$ cat src/rtl/im_filter_pkg.sv
// Shared definitions for the im_filter stream path: transmitter FSM states,
// data ID tags and coefficient-set sizing.
package im_filter_pkg;

  typedef enum logic [1:0] {
    ST_IDLE     = 2'd0,
    ST_LOAD_CF  = 2'd1,
    ST_SEND_PIX = 2'd2,
    ST_DONE     = 2'd3
  } tx_state_e;

  localparam logic DATA_ID_COEF = 1'b1;
  localparam logic DATA_ID_PIX  = 1'b0;

  localparam int MASK_WIDTH_DEF = 7;
  localparam int NUM_CF         = MASK_WIDTH_DEF * MASK_WIDTH_DEF;

  function automatic int num_cf(input int mask_width);
    return mask_width * mask_width;
  endfunction

endpackage

$ cat src/rtl/im_frame_cnt.sv
// Raster row/col position counter; last_o flags the final pixel of the frame
// so the caller can close the frame on that accept. Wraps back to origin.
module im_frame_cnt #(
  parameter int ROW_WIDTH = 640,
  parameter int COL_WIDTH = 480,
  parameter int CNT_BIT   = 10
) (
  input  logic clk,
  input  logic srst_i,
  input  logic inc_i,
  output logic last_o
);

  logic [CNT_BIT-1:0] row_q;
  logic [CNT_BIT-1:0] col_q;
  logic               col_wrap;

  assign col_wrap = (col_q == CNT_BIT'(ROW_WIDTH - 1));
  assign last_o   = col_wrap && (row_q == CNT_BIT'(COL_WIDTH - 1));

  always_ff @(posedge clk) begin
    if (srst_i) begin
      row_q <= '0;
      col_q <= '0;
    end else if (inc_i) begin
      if (col_wrap) begin
        col_q <= '0;
        row_q <= last_o ? '0 : row_q + 1'b1;
      end else begin
        col_q <= col_q + 1'b1;
      end
    end
  end

endmodule

$ cat src/rtl/im_stream_tx.sv
// Serialises one coefficient set and one image frame into the tagged
// data_in stream consumed by im_filter; every output is registered.
module im_stream_tx
  import im_filter_pkg::*;
#(
  parameter int DATA_BIT   = 15,
  parameter int DATA_IDBIT = 1,
  parameter int ROW_WIDTH  = 640,
  parameter int COL_WIDTH  = 480,
  parameter int MASK_WIDTH = 7,
  parameter int CNT_BIT    = 10,
  parameter int COFCNT_BIT = 15,
  parameter int PIX_BIT    = 8
) (
  input  logic                  clk,
  input  logic                  reset_in,
  input  logic                  start,
  input  logic                  skip_cf,
  input  logic                  cf_valid,
  input  logic [COFCNT_BIT-1:0] cf_data,
  output logic                  cf_ready,
  input  logic                  pix_valid,
  input  logic [PIX_BIT-1:0]    pix_data,
  output logic                  pix_ready,
  output logic                  data_in_valid,
  output logic [DATA_BIT-1:0]   data_in,
  output logic [DATA_IDBIT-1:0] data_id,
  output logic                  busy,
  output logic                  frame_done
);

  localparam int NCF = num_cf(MASK_WIDTH);

  tx_state_e             state_q;
  logic [CNT_BIT-1:0]    cf_cnt_q;
  logic                  data_in_valid_q;
  logic [DATA_BIT-1:0]   data_in_q;
  logic [DATA_IDBIT-1:0] data_id_q;
  logic                  busy_q;
  logic                  frame_done_q;
  logic                  cf_acc;
  logic                  pix_acc;
  logic                  pix_last;

  // Readies decode the state alone so the sources never see a loop through us.
  assign cf_ready  = (state_q == ST_LOAD_CF);
  assign pix_ready = (state_q == ST_SEND_PIX);
  assign cf_acc    = cf_valid & cf_ready;
  assign pix_acc   = pix_valid & pix_ready;

  im_frame_cnt #(
    .ROW_WIDTH (ROW_WIDTH),
    .COL_WIDTH (COL_WIDTH),
    .CNT_BIT   (CNT_BIT)
  ) u_frame_cnt (
    .clk    (clk),
    .srst_i (reset_in),
    .inc_i  (pix_acc),
    .last_o (pix_last)
  );

  always_ff @(posedge clk) begin
    if (reset_in) begin
      state_q         <= ST_IDLE;
      cf_cnt_q        <= '0;
      data_in_valid_q <= 1'b0;
      data_in_q       <= '0;
      data_id_q       <= '0;
      busy_q          <= 1'b0;
      frame_done_q    <= 1'b0;
    end else begin
      data_in_valid_q <= 1'b0;
      frame_done_q    <= 1'b0;
      case (state_q)
        ST_IDLE: begin
          if (start) begin
            state_q <= skip_cf ? ST_SEND_PIX : ST_LOAD_CF;
            busy_q  <= 1'b1;
          end
        end
        ST_LOAD_CF: begin
          if (cf_acc) begin
            data_in_valid_q <= 1'b1;
            data_in_q       <= DATA_BIT'(cf_data);
            data_id_q       <= DATA_IDBIT'(DATA_ID_COEF);
            if (cf_cnt_q == CNT_BIT'(NCF - 1)) begin
              cf_cnt_q <= '0;
              state_q  <= ST_SEND_PIX;
            end else begin
              cf_cnt_q <= cf_cnt_q + 1'b1;
            end
          end
        end
        ST_SEND_PIX: begin
          if (pix_acc) begin
            data_in_valid_q <= 1'b1;
            data_in_q       <= DATA_BIT'(pix_data);
            data_id_q       <= DATA_IDBIT'(DATA_ID_PIX);
            if (pix_last) begin
              state_q      <= ST_DONE;
              frame_done_q <= 1'b1;
            end
          end
        end
        ST_DONE: begin
          state_q <= ST_IDLE;
          busy_q  <= 1'b0;
        end
        default: begin
          state_q <= ST_IDLE;
          busy_q  <= 1'b0;
        end
      endcase
    end
  end

  assign data_in_valid = data_in_valid_q;
  assign data_in       = data_in_q;
  assign data_id       = data_id_q;
  assign busy          = busy_q;
  assign frame_done    = frame_done_q;

endmodule
$ cat config.mk
export PLATFORM = sky130hd
export DESIGN_NAME = im_stream_tx
export DESIGN_NICKNAME = d
export VERILOG_FILES = /design/src/rtl/im_filter_pkg.sv /design/src/rtl/im_frame_cnt.sv /design/src/rtl/im_stream_tx.sv
export SDC_FILE = /design/constraint.sdc
export NUM_CORES = 1
export LEC_CHECK = 0
export BUFFER_PORTS_ARGS = -buffer_cell sky130_fd_sc_hd__buf_2
export CELL_PAD_IN_SITES_DETAIL_PLACEMENT = 0
export CELL_PAD_IN_SITES_GLOBAL_PLACEMENT = 1
export CORE_ASPECT_RATIO = 1.75
export CORE_MARGIN = 2
export CORE_UTILIZATION = 40
export CTS_BUF_LIST = sky130_fd_sc_hd__clkbuf_8
export CTS_CLUSTER_SIZE = 14
export DETAILED_ROUTE_END_ITERATION = 6
export PLACE_DENSITY_LB_ADDON = 0.1
export REMOVE_ABC_BUFFERS = 1
export SYNTH_ARGS = -nofsm -noshare
export SYNTH_HDL_FRONTEND = slang
export SYNTH_SLANG_ARGS = --single-unit
$ cat constraint.sdc
create_clock -name clk -period 4.2 [get_ports clk]
set_clock_uncertainty 0.15 [all_clocks]
set_input_delay 1.26 -clock clk [delete_from_list [all_inputs] [get_ports clk]]
set_output_delay 1.26 -clock clk [all_outputs]
set_load 0.01 [all_outputs]
Word-level counts from Yosys, hierarchy flattened:

Index checks and enable logic that the tools add are counted.

* div/mod/pow operators: 0
* muxes and demuxes: 22
* shifts and indexed selects: 0
* $mul: 0
* bitwise operators: 4
* reductions and logical operators: 10
* equality and inequality tests: 11
* add/sub/neg operators: 3
* $lt $le $gt $ge: 0

Operators by type and width (count)
* 10-bit by 1-bit adder with 10-bit output (second input constant): 3
* 10-bit two-way mux: 3
* 15-bit two-way mux: 2
* 15-bit one-hot mux with 2 select lines: 1
* 2-bit two-way mux: 6
* 10-bit equality test (second input constant): 1
* 10-bit by 6-bit equality test with 1-bit output (second input constant): 1
* 10-bit by 9-bit equality test with 1-bit output (second input constant): 1
* 2-bit by 1-bit != test with 1-bit output (second input constant): 4
* 2-bit one-hot mux with 4 select lines: 1
* 1-bit two-way mux: 6
* 1-bit one-hot mux with 2 select lines: 3
* 2-bit AND reduction: 3
* 5-bit AND reduction: 1
* 2-bit equality test (second input constant): 2
* 2-bit nonzero test: 2
* 3-bit AND reduction: 1
* 3-bit OR reduction: 1
* 1-bit AND: 2
* 2-bit by 1-bit equality test with 1-bit output (second input constant): 1
* 2-bit zero test: 1
* 2-bit != test (second input constant): 1
* 1-bit inverter: 2
* 1-bit logical AND: 1

* flip-flop bits (word level): 51
* memory bits (writable): 0
* input bits: 29
* bits in latches: 0
* output and inout bits: 21
* ROM bits: 0
* memories: 0

Logic depth before layout (Yosys ltp):

* depth in word-level cells: 5
* mapped depth: 10

Modules after synthesis:

From an unflattened synthesis, not the netlist that was laid out.

* cells, all modules: 270
* area total of the unflattened synthesis: 2422.3 um2

Modules (own cells, without submodules)
* im_stream_tx: cells an instance 152, sequential area each 620.6 um2, area each 1411.4 um2, times used 1
* im_frame_cnt: cells an instance 118, sequential area each 400.4 um2, area each 1011.0 um2, times used 1

Least setup slack after synthesis:

Ideal clock, no wire load.

* path kind: input port to flip-flop
* start: input pix_valid
* end: register u_frame_cnt.row_q[4]
* stages: 7
* buffers on the path: 2
* setup time: 128 ps
* data required time: 3922 ps
* path slack: 1766 ps
* data arrival time: 2156 ps
* cell sequence: and2_1 -> buf_2 -> and4_1 -> buf_2 -> nand4_1 -> xor2_1 -> nor2_1

* longest elaborated chain between the ends: 2

Ends and longest elaborated chain
* start, declared: RTL line im_stream_tx.sv:22 `input logic pix_valid,`
* 1-bit AND: RTL line im_stream_tx.sv:49 `assign pix_acc = pix_valid & pix_ready;`
* 2-bit AND reduction (no source line)
* end signal, assigned: RTL line im_frame_cnt.sv:28 `row_q <= last_o ? '0 : row_q + 1'b1;`
* end, declared: RTL line im_frame_cnt.sv:14 `logic [CNT_BIT-1:0] row_q;`

No other way between the ends.
A chain may end at the register's enable or synchronous reset.

Worst setup path after layout:

* start: register state_q[0]
* end: output pix_ready

* longest elaborated chain between the ends: 1

Ends and longest elaborated chain
* start, declared: RTL line im_stream_tx.sv:34 `tx_state_e state_q;`
* start signal, assigned: RTL line im_stream_tx.sv:77 `state_q <= skip_cf ? ST_SEND_PIX : ST_LOAD_CF;`
* 2-bit equality test: RTL line im_stream_tx.sv:47 `assign pix_ready = (state_q == ST_SEND_PIX);`
* end, declared: RTL line im_stream_tx.sv:24 `output logic pix_ready,`

No other way between the ends.

==> run summary <==
Vias in the first global route: 1896
Mean Syn Cell Area: 9.06 µm²
Ports: 50
Max cap viols: 0
Fin crit share: 71.9%
Post-CTS setup repair buffer count: 0
Post-CTS Hold Buffers: 0
Final WL: 5.07 mm
FMAX: 331 MHz
Sequence of cells on the critical path: inv_1 > ha_1 > buf_4 > buf_2
DR DRC count: 0
Met3 Wirelength: 133 µm
GRT Total Usage: 17.0%
Reg clk slew, reported paths: 0.09 ns
Proportion of layout cells with a drive suffix above 1: 22.1%
Yosys cell types: 38
CTS resizes: 0
Largest net degree at the start of global routing: 34
# clock sinks: 51
Number of buffers and inverters on the critical path: 3
Initial core utilization: 40.7%
Syn Std Cell Area: 2360 µm²
Setup crit end kind: output pin
Cells after Synth: 260
Nature of the critical path startpoint: flip-flop
Initial antenna violation count: 0
Synth top area share: 43.3%
Status: complete, no violations
Final min period: 3.02 ns
Drt first-iter violations: 67
Slew @ Worst Pin: 0.735 ns
Yosys top cell by area: dfxtp_1
# rows: 37
CTS max path bufs: 2
Worst skew pair latency: 0.30 ns
Core Util, Final: 48.0%
RSZ-0062 raised after global routing: no
GRT overflow: 0
Post-DR wirelength/cell: 13.2 µm
Die width: 62.0 µm
Commonest cells in the netlist: dfxtp_1, nor2_1, nand2_1
Final antenna-violating net count: 0
Worst Path Arrival: 1.61 ns
Vias: 1946
H-tree Lvls: 2
Leak: 1.14 nW
P&R area growth vs syn: 18.0%
Fin nets: 343
Post-synth EDFFs: 0
Core Box Area: 5790 µm²
Via density per instance: 5.05
WL met1: 1.99 mm
Die Span Y: 106 µm
Synth top area cells: dfxtp_1, xor2_1, nor2_1
Post-synthesis sequential area ratio: 43.3%
Placer Congestion: 0.794
Synth async-reset ratio: 0%
Critical Path RT: 2.79 ns
Setup TNS: 0 ns
Post-DP Area: 2660 µm²
Setup Viol. Count Final: 0
Die area: 6540 µm²
PD cells: 476 nW/µm²
DR pass1 iterations: 3
Yosys reg bits: 51
Detailed placer's ending HPWL: 3.86 mm
CTS tree: built
Met2 WL post-DR: 2.86 mm
# diodes: 0
Synth Flop Type: dfxtp_1
Fin. Hold Viols: 0
Slowest stage delay, CP: 0.44 ns
Slew headroom: 50.7%
Crit path max fanout: 9
Yosys warns: 0
Top Metal Used: met4
Pins over their slew limit: 0
First-pass GRT wire length: 8.49 mm
Post-Layout Inst Area: 2780 µm²
Max rail drop VDD: 263 µV
Crit path max-delay cell type: ha_1
HP Class: reg -> reg
Top-count cell post-synth: dfxtp_1
Worst path top cell family by delay: buffers and inverters
Cts bufs inserted: 5
Port Buf Inserts: 49
Clk root buf: clkbuf_8
Setup CP Type: reg -> out
## registers in the layout, summed over array words and instances, names as in the netlist
register	cells
state_q	2
cf_cnt_q	10
frame_done	1
data_in_valid	1
u_frame_cnt.row_q	10
u_frame_cnt.col_q	10
data_in	15
data_id	1
busy	1
## per-stage QoR
stage          instances  setup slack (ns)  total power, W  hold WS [ns]
5_1_grt              385              1.09         0.00142         0.371
3_5_place_dp         377              1.38        0.000988         0.330
6_report             385              1.18         0.00132         0.349
4_1_cts              385              1.16         0.00134         0.351
3_3_place_gp         377              1.44        0.000986         0.327
2_1_floorplan        248              1.74        0.000851         0.306
## cell type report
| class | count | area [µm²] |
|---|---|---|
| Sequential cell | 51 | 1020 |
| Multi-Input combinational cell | 189 | 1250 |
| Fill cell | 599 | 3010 |
| Clock inverter | 2 | 35.0 |
| Inverter | 8 | 30.0 |
| Timing Repair Buffer | 51 | 260 |
| Tap cell | 78 | 97.6 |
| Clock buffer | 6 | 82.6 |
## power breakdown
group          internal, W  switching, W
registers         0.000547     0.0000344
logic             0.000162      0.000227
clock network     0.000193      0.000159
## path summary, 6_finish.rpt
kind                                              to  startpoint  slack, ns  cells after the start
worst max-delay path                       pix_ready  state_q[0]       1.18                      4
worst min-delay path                      data_in[7]  data_in[7]       0.35                      2
worst max register to register  u_frame_cnt.col_q[9]  state_q[0]       1.86                      7
worst min register to register            data_in[7]  data_in[7]       0.35                      2
## kinds of logic (layout without fill, tap and decap cells)
| group | after synthesis | count (layout) | synth area share (%) |
|---|---|---|---|
| AND/OR/NAND/NOR | 114 | 114 | 24.4 |
| flip-flops | 51 | 51 | 43.3 |
| AO/OA/AOI/OAI | 32 | 32 | 11.0 |
| XOR/XNOR | 25 | 25 | 9.29 |
| buffers and inverters | 20 | 67 | 3.51 |
| multiplexers | 10 | 10 | 4.25 |
| adder cells (fa/ha/maj) | 8 | 8 | 4.25 |
## worst reg2reg max path, cell delays in order, from the launching register on
cell and delay (ns):
dfxtp_1 0.35, inv_1 0.08, ha_1 0.44, nand2_1 0.30, nor3_1 0.49, nand4_1 0.17, xor2_1 0.16, nor3_1 0.13
## per-layer routing
layer / GRT usage [%] / up-vias
li1: - / 994
met1: 18.7 / 917
met2: 30.4 / 27
met3: 3.31 / 8
met4: 5.93 / 0
met5: 0 / -
## placed cells by master (no fill, tap or decap), drive strengths merged, types with 4 or more instances in the layout
cell type  count
dfxtp         51
buf           51
nor2          42
nand2         24
xor2          19
nand4         13
mux2i         10
nor3          10
nand3          9
inv            8
a211oi         8
a21oi          8
ha             8
a22oi          8
xnor2          6
clkbuf         6
o21ai          4
Power figures use the tool's default switching activity.
